File: src/rtl/pipe_skid_reg_if.sv
// -----------------------------------------------------------------------------
// pipe_skid_reg_if
//   Valid/ready/data handshake bundle used on both sides of pipe_skid_reg.
//
//   Signals:
//     valid  producer -> consumer   payload valid
//     ready  consumer -> producer   consumer can accept
//     data   producer -> consumer   payload, WIDTH bits
//
//   Modports:
//     master  the producing side (drives valid/data, observes ready)
//     slave   the consuming side (observes valid/data, drives ready)
// -----------------------------------------------------------------------------
interface pipe_skid_reg_if #(
    parameter int unsigned WIDTH = 65
);
    logic             valid;
    logic             ready;
    logic [WIDTH-1:0] data;

    modport master (output valid, output data, input  ready);
    modport slave  (input  valid, input  data, output ready);
endinterface

File: src/rtl/pipe_skid_reg.sv
// -----------------------------------------------------------------------------
// pipe_skid_reg
//   Pipeline register stage with valid/ready back-pressure and a 2-entry skid
//   buffer. Sustains one beat per cycle while keeping in_ready a pure register
//   output, so no combinational path crosses the stage in either direction.
//
//   Optional feature (macro PIPE_SKID_STALL_CNT_EN):
//     adds a saturating stall counter and the stall_cnt output port.
//
//   Parameters:
//     WIDTH      payload bits per entry
//     RESET_VAL  value loaded into both data registers on reset/softReset
//     CNT_W      stall counter width (only with PIPE_SKID_STALL_CNT_EN)
//
//   Ports:
//     clk        single clock, all state changes on posedge
//     reset      synchronous active-high full clear (stall_cnt included)
//     softReset  synchronous active-high flush; drops both entries and any
//                transfer in the same cycle, stall_cnt holds
//     up         upstream handshake (in_valid/in_ready/in_data), slave side
//     dn         downstream handshake (out_valid/out_ready/out_data), master
//     stall_cnt  cycles with out_valid & !out_ready, saturating
// -----------------------------------------------------------------------------
module pipe_skid_reg #(
    parameter int unsigned      WIDTH     = 65,
    parameter logic [WIDTH-1:0] RESET_VAL = '0
`ifdef PIPE_SKID_STALL_CNT_EN
    ,
    parameter int unsigned      CNT_W     = 16
`endif
) (
    input  logic            clk,
    input  logic            reset,
    input  logic            softReset,
    pipe_skid_reg_if.slave  up,
    pipe_skid_reg_if.master dn
`ifdef PIPE_SKID_STALL_CNT_EN
    ,
    output logic [CNT_W-1:0] stall_cnt
`endif
);

    // Encoding is {main_valid, skid_valid}; (0,1) is unreachable.
    typedef enum logic [1:0] {
        ST_EMPTY = 2'b00,
        ST_ONE   = 2'b10,
        ST_FULL  = 2'b11
    } state_t;

    state_t           r_state;
    logic [WIDTH-1:0] r_main_data;
    logic [WIDTH-1:0] r_skid_data;

    logic w_in_fire;
    logic w_out_fire;

    // All handshake outputs are straight register bits.
    assign up.ready = ~r_state[0];
    assign dn.valid = r_state[1];
    assign dn.data  = r_main_data;

    assign w_in_fire  = up.valid & up.ready;
    assign w_out_fire = dn.valid & dn.ready;

    // NOTE: sequential state uses non-blocking assignments so every register
    // samples the pre-edge values, independent of statement order.
    always_ff @(posedge clk) begin
        if (reset || softReset) begin
            // Flush and full reset clear the same state; only the stall
            // counter tells them apart. Any transfer this cycle is dropped.
            r_state     <= ST_EMPTY;
            // NOTE: the data registers are reset explicitly so out_data shows
            // RESET_VAL rather than stale payload after a clear.
            r_main_data <= RESET_VAL;
            r_skid_data <= RESET_VAL;
        end else begin
            case (r_state)
                ST_EMPTY: begin
                    if (w_in_fire) begin
                        r_main_data <= up.data;
                        r_state     <= ST_ONE;
                    end
                end
                ST_ONE: begin
                    if (w_in_fire && w_out_fire) begin
                        // Pass-through: main is refilled, skid stays unused.
                        r_main_data <= up.data;
                    end else if (w_in_fire) begin
                        r_skid_data <= up.data;
                        r_state     <= ST_FULL;
                    end else if (w_out_fire) begin
                        r_state     <= ST_EMPTY;
                    end
                end
                ST_FULL: begin
                    // in_ready is low here, so only the drain side can move.
                    if (w_out_fire) begin
                        r_main_data <= r_skid_data;
                        r_state     <= ST_ONE;
                    end
                end
                default: r_state <= ST_EMPTY;
            endcase
        end
    end

`ifdef PIPE_SKID_STALL_CNT_EN
    logic [CNT_W-1:0] r_stall_cnt;

    always_ff @(posedge clk) begin
        if (reset) begin
            r_stall_cnt <= '0;
        end else if (!softReset && dn.valid && !dn.ready && (r_stall_cnt != '1)) begin
            r_stall_cnt <= r_stall_cnt + 1'b1;
        end
    end

    assign stall_cnt = r_stall_cnt;
`endif

    // Upstream must hold in_data while a stalled beat is being offered.
    a_in_data_stable: assert property (
        @(posedge clk) disable iff (reset)
        (up.valid && !up.ready) |=> (!up.valid || $stable(up.data))
    );

    a_state_legal: assert property (
        @(posedge clk) r_state inside {ST_EMPTY, ST_ONE, ST_FULL}
    );

endmodule
File: src/flat_wrapper.sv
// flat-port wrapper written by rule: the top's interface ports become plain ports
module pipe_skid_reg_flat 
#(
    parameter int unsigned      WIDTH     = 65,
    parameter logic [WIDTH-1:0] RESET_VAL = '0

)
  (clk, reset, softReset, up_valid, up_data, up_ready, dn_valid, dn_data, dn_ready);
  pipe_skid_reg_if #(.WIDTH(WIDTH)) up_i ();
  pipe_skid_reg_if #(.WIDTH(WIDTH)) dn_i ();
  input  logic clk;
  input  logic reset;
  input  logic softReset;
  input wire logic [$bits(up_i.valid)-1:0] up_valid;
  input wire logic [$bits(up_i.data)-1:0] up_data;
  output wire logic [$bits(up_i.ready)-1:0] up_ready;
  output wire logic [$bits(dn_i.valid)-1:0] dn_valid;
  output wire logic [$bits(dn_i.data)-1:0] dn_data;
  input wire logic [$bits(dn_i.ready)-1:0] dn_ready;
  assign up_i.valid = up_valid;
  assign up_i.data = up_data;
  assign up_ready = up_i.ready;
  assign dn_valid = dn_i.valid;
  assign dn_data = dn_i.data;
  assign dn_i.ready = dn_ready;
  pipe_skid_reg #(.WIDTH(WIDTH), .RESET_VAL(RESET_VAL)) u_core (.clk(clk), .reset(reset), .softReset(softReset), .up(up_i), .dn(dn_i));
endmodule
File: config.mk
export PLATFORM = sky130hd
export DESIGN_NAME = pipe_skid_reg_flat
export DESIGN_NICKNAME = d
export VERILOG_FILES = /design/src/rtl/pipe_skid_reg_if.sv /design/src/rtl/pipe_skid_reg.sv /design/src/flat_wrapper.sv
export SDC_FILE = /design/constraint.sdc
export NUM_CORES = 1
export LEC_CHECK = 0
export BUFFER_PORTS_ARGS = -buffer_cell sky130_fd_sc_hd__buf_2
export CAP_MARGIN = 10
export CELL_PAD_IN_SITES_DETAIL_PLACEMENT = 1
export CELL_PAD_IN_SITES_GLOBAL_PLACEMENT = 1
export CORE_UTILIZATION = 36
export CTS_CLUSTER_SIZE = 10
export DETAILED_ROUTE_END_ITERATION = 12
export HOLD_SLACK_MARGIN = 0.1
export PLACE_DENSITY_LB_ADDON = 0.1
export SYNTH_ARGS = -nofsm -noshare
export SYNTH_HDL_FRONTEND = slang
export SYNTH_SLANG_ARGS = --single-unit
File: constraint.sdc
create_clock -name clk -period 1.9 [get_ports clk]
set_clock_uncertainty 0.05 [all_clocks]
set_input_delay 0.57 -clock clk [delete_from_list [all_inputs] [get_ports clk]]
set_output_delay 0.57 -clock clk [all_outputs]
set_load 0.01 [all_outputs]
## Yosys cells after proc, flatten, opt, wreduce, memory -nomap -nowiden

Index checks and enable logic that the tools add are counted.

- Bitwise gates (word level): 4
- Reductions and logical operators: 7
- Muxes and demuxes: 10
- Equal/unequal tests: 7

Operators with widths:

| kind | number |
|---|---|
| $mux 65 | 3 |
| $pmux 65 s3 | 1 |
| $mux 2 | 5 |
| $reduce_and 4->1 | 2 |
| $ne 2x1->1 const B | 3 |
| $pmux 2 s3 | 1 |
| $eq 2x2->1 const B | 2 |
| $ne 3x1->1 const B | 1 |
| $reduce_and 3->1 | 1 |
| $reduce_bool 3->1 | 1 |
| $and 1x1->1 | 2 |
| $logic_not 2->1 | 1 |
| $ne 2x2->1 const B | 1 |
| $not 1->1 | 2 |
| $logic_and 1x1->1 | 1 |
| $logic_or 1x1->1 | 1 |

- Word-level logic and storage cells: 31
- Output and inout port bits: 67
- Input bits: 70
- Register bits: 132

## Longest topological paths before layout

- Depth in word-level cells: 5
- Gate-level depth with buffers: 9
- Mapped depth without buffers: 6

## Worst setup path before layout

Ideal clock, no wire load.

- Path kind: register to register
- Start point: register u_core.r_state[1]
- End point: register u_core.r_main_data[24] (netlist: u_core.dn.data[24])
- Period minus slack after synthesis: 1900 ps
- Setup time: 60 ps
- Stages on the path, launching flop included: 9
- Path slack: 0 ps
- Arrival: 1790 ps
- Required time: 1790 ps
- Cells stage by stage: dfxtp_1 -> inv_1 -> ha_1 -> inv_1 -> o221ai_2 -> buf_6 -> buf_6 -> or4_1 -> nand2_1

- Longest elaborated chain between the ends: 4

Ends and longest elaborated chain:

| item | line | source |
|---|---|---|
| from (decl) | pipe_skid_reg.sv:50 | `state_t r_state;` |
| from (signal assigned) | pipe_skid_reg.sv:71 | `r_state <= ST_EMPTY;` |
| from (signal assigned) | pipe_skid_reg.sv:81 | `r_state <= ST_ONE;` |
| from (signal assigned) | pipe_skid_reg.sv:90 | `r_state <= ST_FULL;` |
| $and 1x1->1 | pipe_skid_reg.sv:63 | `assign w_out_fire = dn.valid & dn.ready;` |
| $logic_and 1x1->1 | pipe_skid_reg.sv:85 | `if (w_in_fire && w_out_fire) begin` |
| $ne 2x1->1 (no source line) | -- |  |
| $reduce_and 4->1 (no source line) | -- |  |
| to (signal assigned) | pipe_skid_reg.sv:80 | `r_main_data <= up.data;` |
| to (signal assigned) | pipe_skid_reg.sv:87 | `r_main_data <= up.data;` |
| to (signal assigned) | pipe_skid_reg.sv:98 | `r_main_data <= r_skid_data;` |
| to (decl) | pipe_skid_reg.sv:51 | `logic [WIDTH-1:0] r_main_data;` |

Parallel ways exist; a longest one is shown, timed or not.
A chain may end at the register's enable or synchronous reset.

## Worst setup path in the final report

- Start point: register u_core.r_state[0]
- End point: register u_core.r_main_data[58] (netlist: u_core.dn.data[58])

- Longest elaborated chain between the ends: 5

Ends and longest elaborated chain:

| item | line | source |
|---|---|---|
| $not 1->1 | pipe_skid_reg.sv:58 | `assign up.ready = ~r_state[0];` |
| $and 1x1->1 | pipe_skid_reg.sv:62 | `assign w_in_fire = up.valid & up.ready;` |
| $logic_and 1x1->1 | pipe_skid_reg.sv:85 |  |
| $ne 2x1->1 (no source line) | -- |  |
| $reduce_and 4->1 (no source line) | -- |  |

Parallel ways exist; a longest one is shown, timed or not.

==> results.md <==
- Filler cells: approximately 1,900
- Crit path launch type: register
- Starting Density: a little under two fifths
- Root Driver: clkbuf_16
- Antenna Cells: 0
- Hold WS: between 0.3 and 0.4 ns
- Slew Viols, Final: 0
- CTS clock-pin slew for the worst setup and hold paths: 0.06 ns
- Tmin final: between 1.5 and 2 ns
- Pleak: ~3.1 nW
- Multi-input logic area: approximately 0.0030 sq mm
- Required @ worst endpoint: 2.20 ns
- Via count: roughly 5,600
- Initial DRC count: between 200 and 300
- Routed vias/inst: around 5.4
- Clk buf depth: 2
- Maximum number of pins on one net before global-route repair: 60
- Commonest non-fill, non-tap cell in the layout: nand2_1
- First-pass GRT wire length: about 27,000 um
- Post-CTS Hold Buffers: 0
- GRT Resource Usage Total: between 20% and 30%
- Flops & latches, synth: between 100 and 150
- Final non-filler cell total: around 1,000
- Hold Vio Cnt, Final: 0
- HP Class: primary input to register
- CP endpoint kind: register
- Area leader, netlist: dfxtp_1
- Most frequent cells in the layout: nand2_1 (193), buf_2 (136), dfxtp_1 (130), a21oi_1 (67)
- Register area: ~0.0026 sq mm
- Setup TNS: -0.0159 ns
- Max Fclk: around 520 MHz
- 1st-pass router iterations: 5
- CTS tree: done
- Finish-stage setup viols: 2
- Top post-synthesis cells by area: dfxtp_1 (45%), nand2_1 (13%), mux2i_1 (11%)
- Initial antenna violation count: 2
- Syn Inst Count: 688
- Outcome: finished with violations
- Share of the synthesized area in the top cell type: ~45%
- Total Wirelength: about 17,000 um
- Syn_area_per_cell: between 8 and 9 sq um
- Final HPWL DP: between 10,000 and 15,000 um
- IO buf count: 136
- Wire per inst: roughly 17 um
- Final setup margin: -0.0135 ns
- RePlAce Congestion: 0.734
- Max_slew headroom: around 72%
- Failing checks: negative setup slack
- Critical path arrival: 2.22 ns
- Vias in the first global route: 5,432
- Synth warnings: 0
- Tightest Pin Transition: between 0.4 and 0.5 ns
- Yosys cell types: 27
- Peak supply drop: ~0.62 mV
- Period utilization: 101%
- Syn nets: ~760
- CP max FO: 59
- Sequential share of the synthesized area: about 45%
- Clock Latency Late Sink: 0.41 ns
- Nets: between 800 and 900
- Core Box Area: approximately 0.016 sq mm
- Placed Cells: between 1,000 and 1,500
- Die width: roughly 130 um
- Max_cap viols: 0
- Residual DRC: 0
- Final ANT Viol Nets: 0
- # clock sinks: 132
- Total power: 0.00664 W
- Ports: roughly 140
- Total grt overflow: 0
- Row cnt: 46
- Fraction of layout cells with a size suffix above 1: 27.3%
- Cell Pwr Density: 867 mW/mm^2
- Vert. Die Dim: 130 um
- Fin util: between 40 and 50%
- Critical setup path kind: register to register
- RSZ-0062 raised after global routing: yes
- Die Area: 0.0169 sq mm
- # H-tree levels: 4
- Synthesized cell area: roughly 0.0059 sq mm
- Growth of design area from synthesis to finish: 30.2%
- CTS Buf Count: 17
flip-flops by register name, indices dropped and copies added, names as in the netlist:
name	cells
u_core.dn.data	65
u_core.r_state	2
u_core.r_skid_data	65
per-layer routing:
layer	vias to the layer above	share of wire (%)	GRT usage, %
li1	2692	-	-
met1	2728	45	26.2
met2	115	49	35.5
met3	24	4.6	5.37
met4	4	1.2	7.18
met5	-	0.11	0
timing repair:
item / CTS / global route
gates resized for setup: 3 / 12
pin swaps: 0 / 4
buffers inserted: 0 / 1
gates cloned: 0 / 1
endpoints found under the hold margin: 0 / 0
setup endpoints to repair: 48 / 96
logic make-up (layout without fill, tap and decap cells):
kind of cell	after synthesis	count (layout)	synth area share (%)
mux	65	65	11.1
flops	132	132	44.9
buf+inv	75	209	5.81
fa+ha+maj	6	6	1.28
compound gates	139	139	15.0
simple gates	271	271	22.0
synth_stat cells, drive strengths merged:
library cell,n
or4,66
a21boi,1
clkbuf,40
and4b,1
o21ai,2
nor2,1
nand3b,1
inv,4
o221ai,2
ha,6
nand2,196
a21bo,1
mux2i,65
o211ai,65
and3,1
nand2b,1
nand3,1
dfxtp,132
a21oi,68
or4b,1
and2b,1
or2,1
buf,31
through the flow:
step                worst slack, ns  cell area (sq um)
global route                -0.0615               7660
global placement            -0.0688               7020
CTS                         0.00576               7570
finish                      -0.0135               7660
detailed placement           -0.126               7020
floorplan                  0.000421               5880
critical path: stages (launching register included):
cell	delay, ns
dfxtp_2	0.34
buf_4	0.16
and4b_2	0.32
o221ai_4	0.15
buf_12	0.20
or4_1	0.50
nand2_1	0.09
where the power goes:
| group | internal (W) | switching [W] | leakage [nW] |
|---|---|---|---|
| logic | 0.000280 | 0.000391 | 1.76 |
| clock network | 0.00191 | 0.00117 | 0.273 |
| registers | 0.00284 | 0.0000427 | 1.07 |
layout make-up:
class | instances | share of cell area, %
Multi-Input combinational cell | 481 | 39.2
Sequential cell | 132 | 34.5
Timing Repair Buffer | 175 | 15.4
Clock buffer | 25 | 6.47
Tap cell | 216 | 3.53
Clock inverter | 5 | 0.654
Inverter | 4 | 0.196
path summary, 6_finish.rpt:
check	slack [ns]	cells after the start	to	start
worst max-delay path	-0.01	6	u_core.dn.data[58]$_SDFFE_PP0P_	u_core.r_state[0]$_SDFFE_PP0P_
worst min-delay path	0.35	3	u_core.r_skid_data[24]$_SDFFE_PP0P_	up_data[24]
worst max register to register	-0.01	6	u_core.dn.data[58]$_SDFFE_PP0P_	u_core.r_state[0]$_SDFFE_PP0P_
worst min register to register	0.40	2	u_core.r_skid_data[0]$_SDFFE_PP0P_	u_core.r_skid_data[0]$_SDFFE_PP0P_
Note: power is estimated with default switching activity, not from simulation.
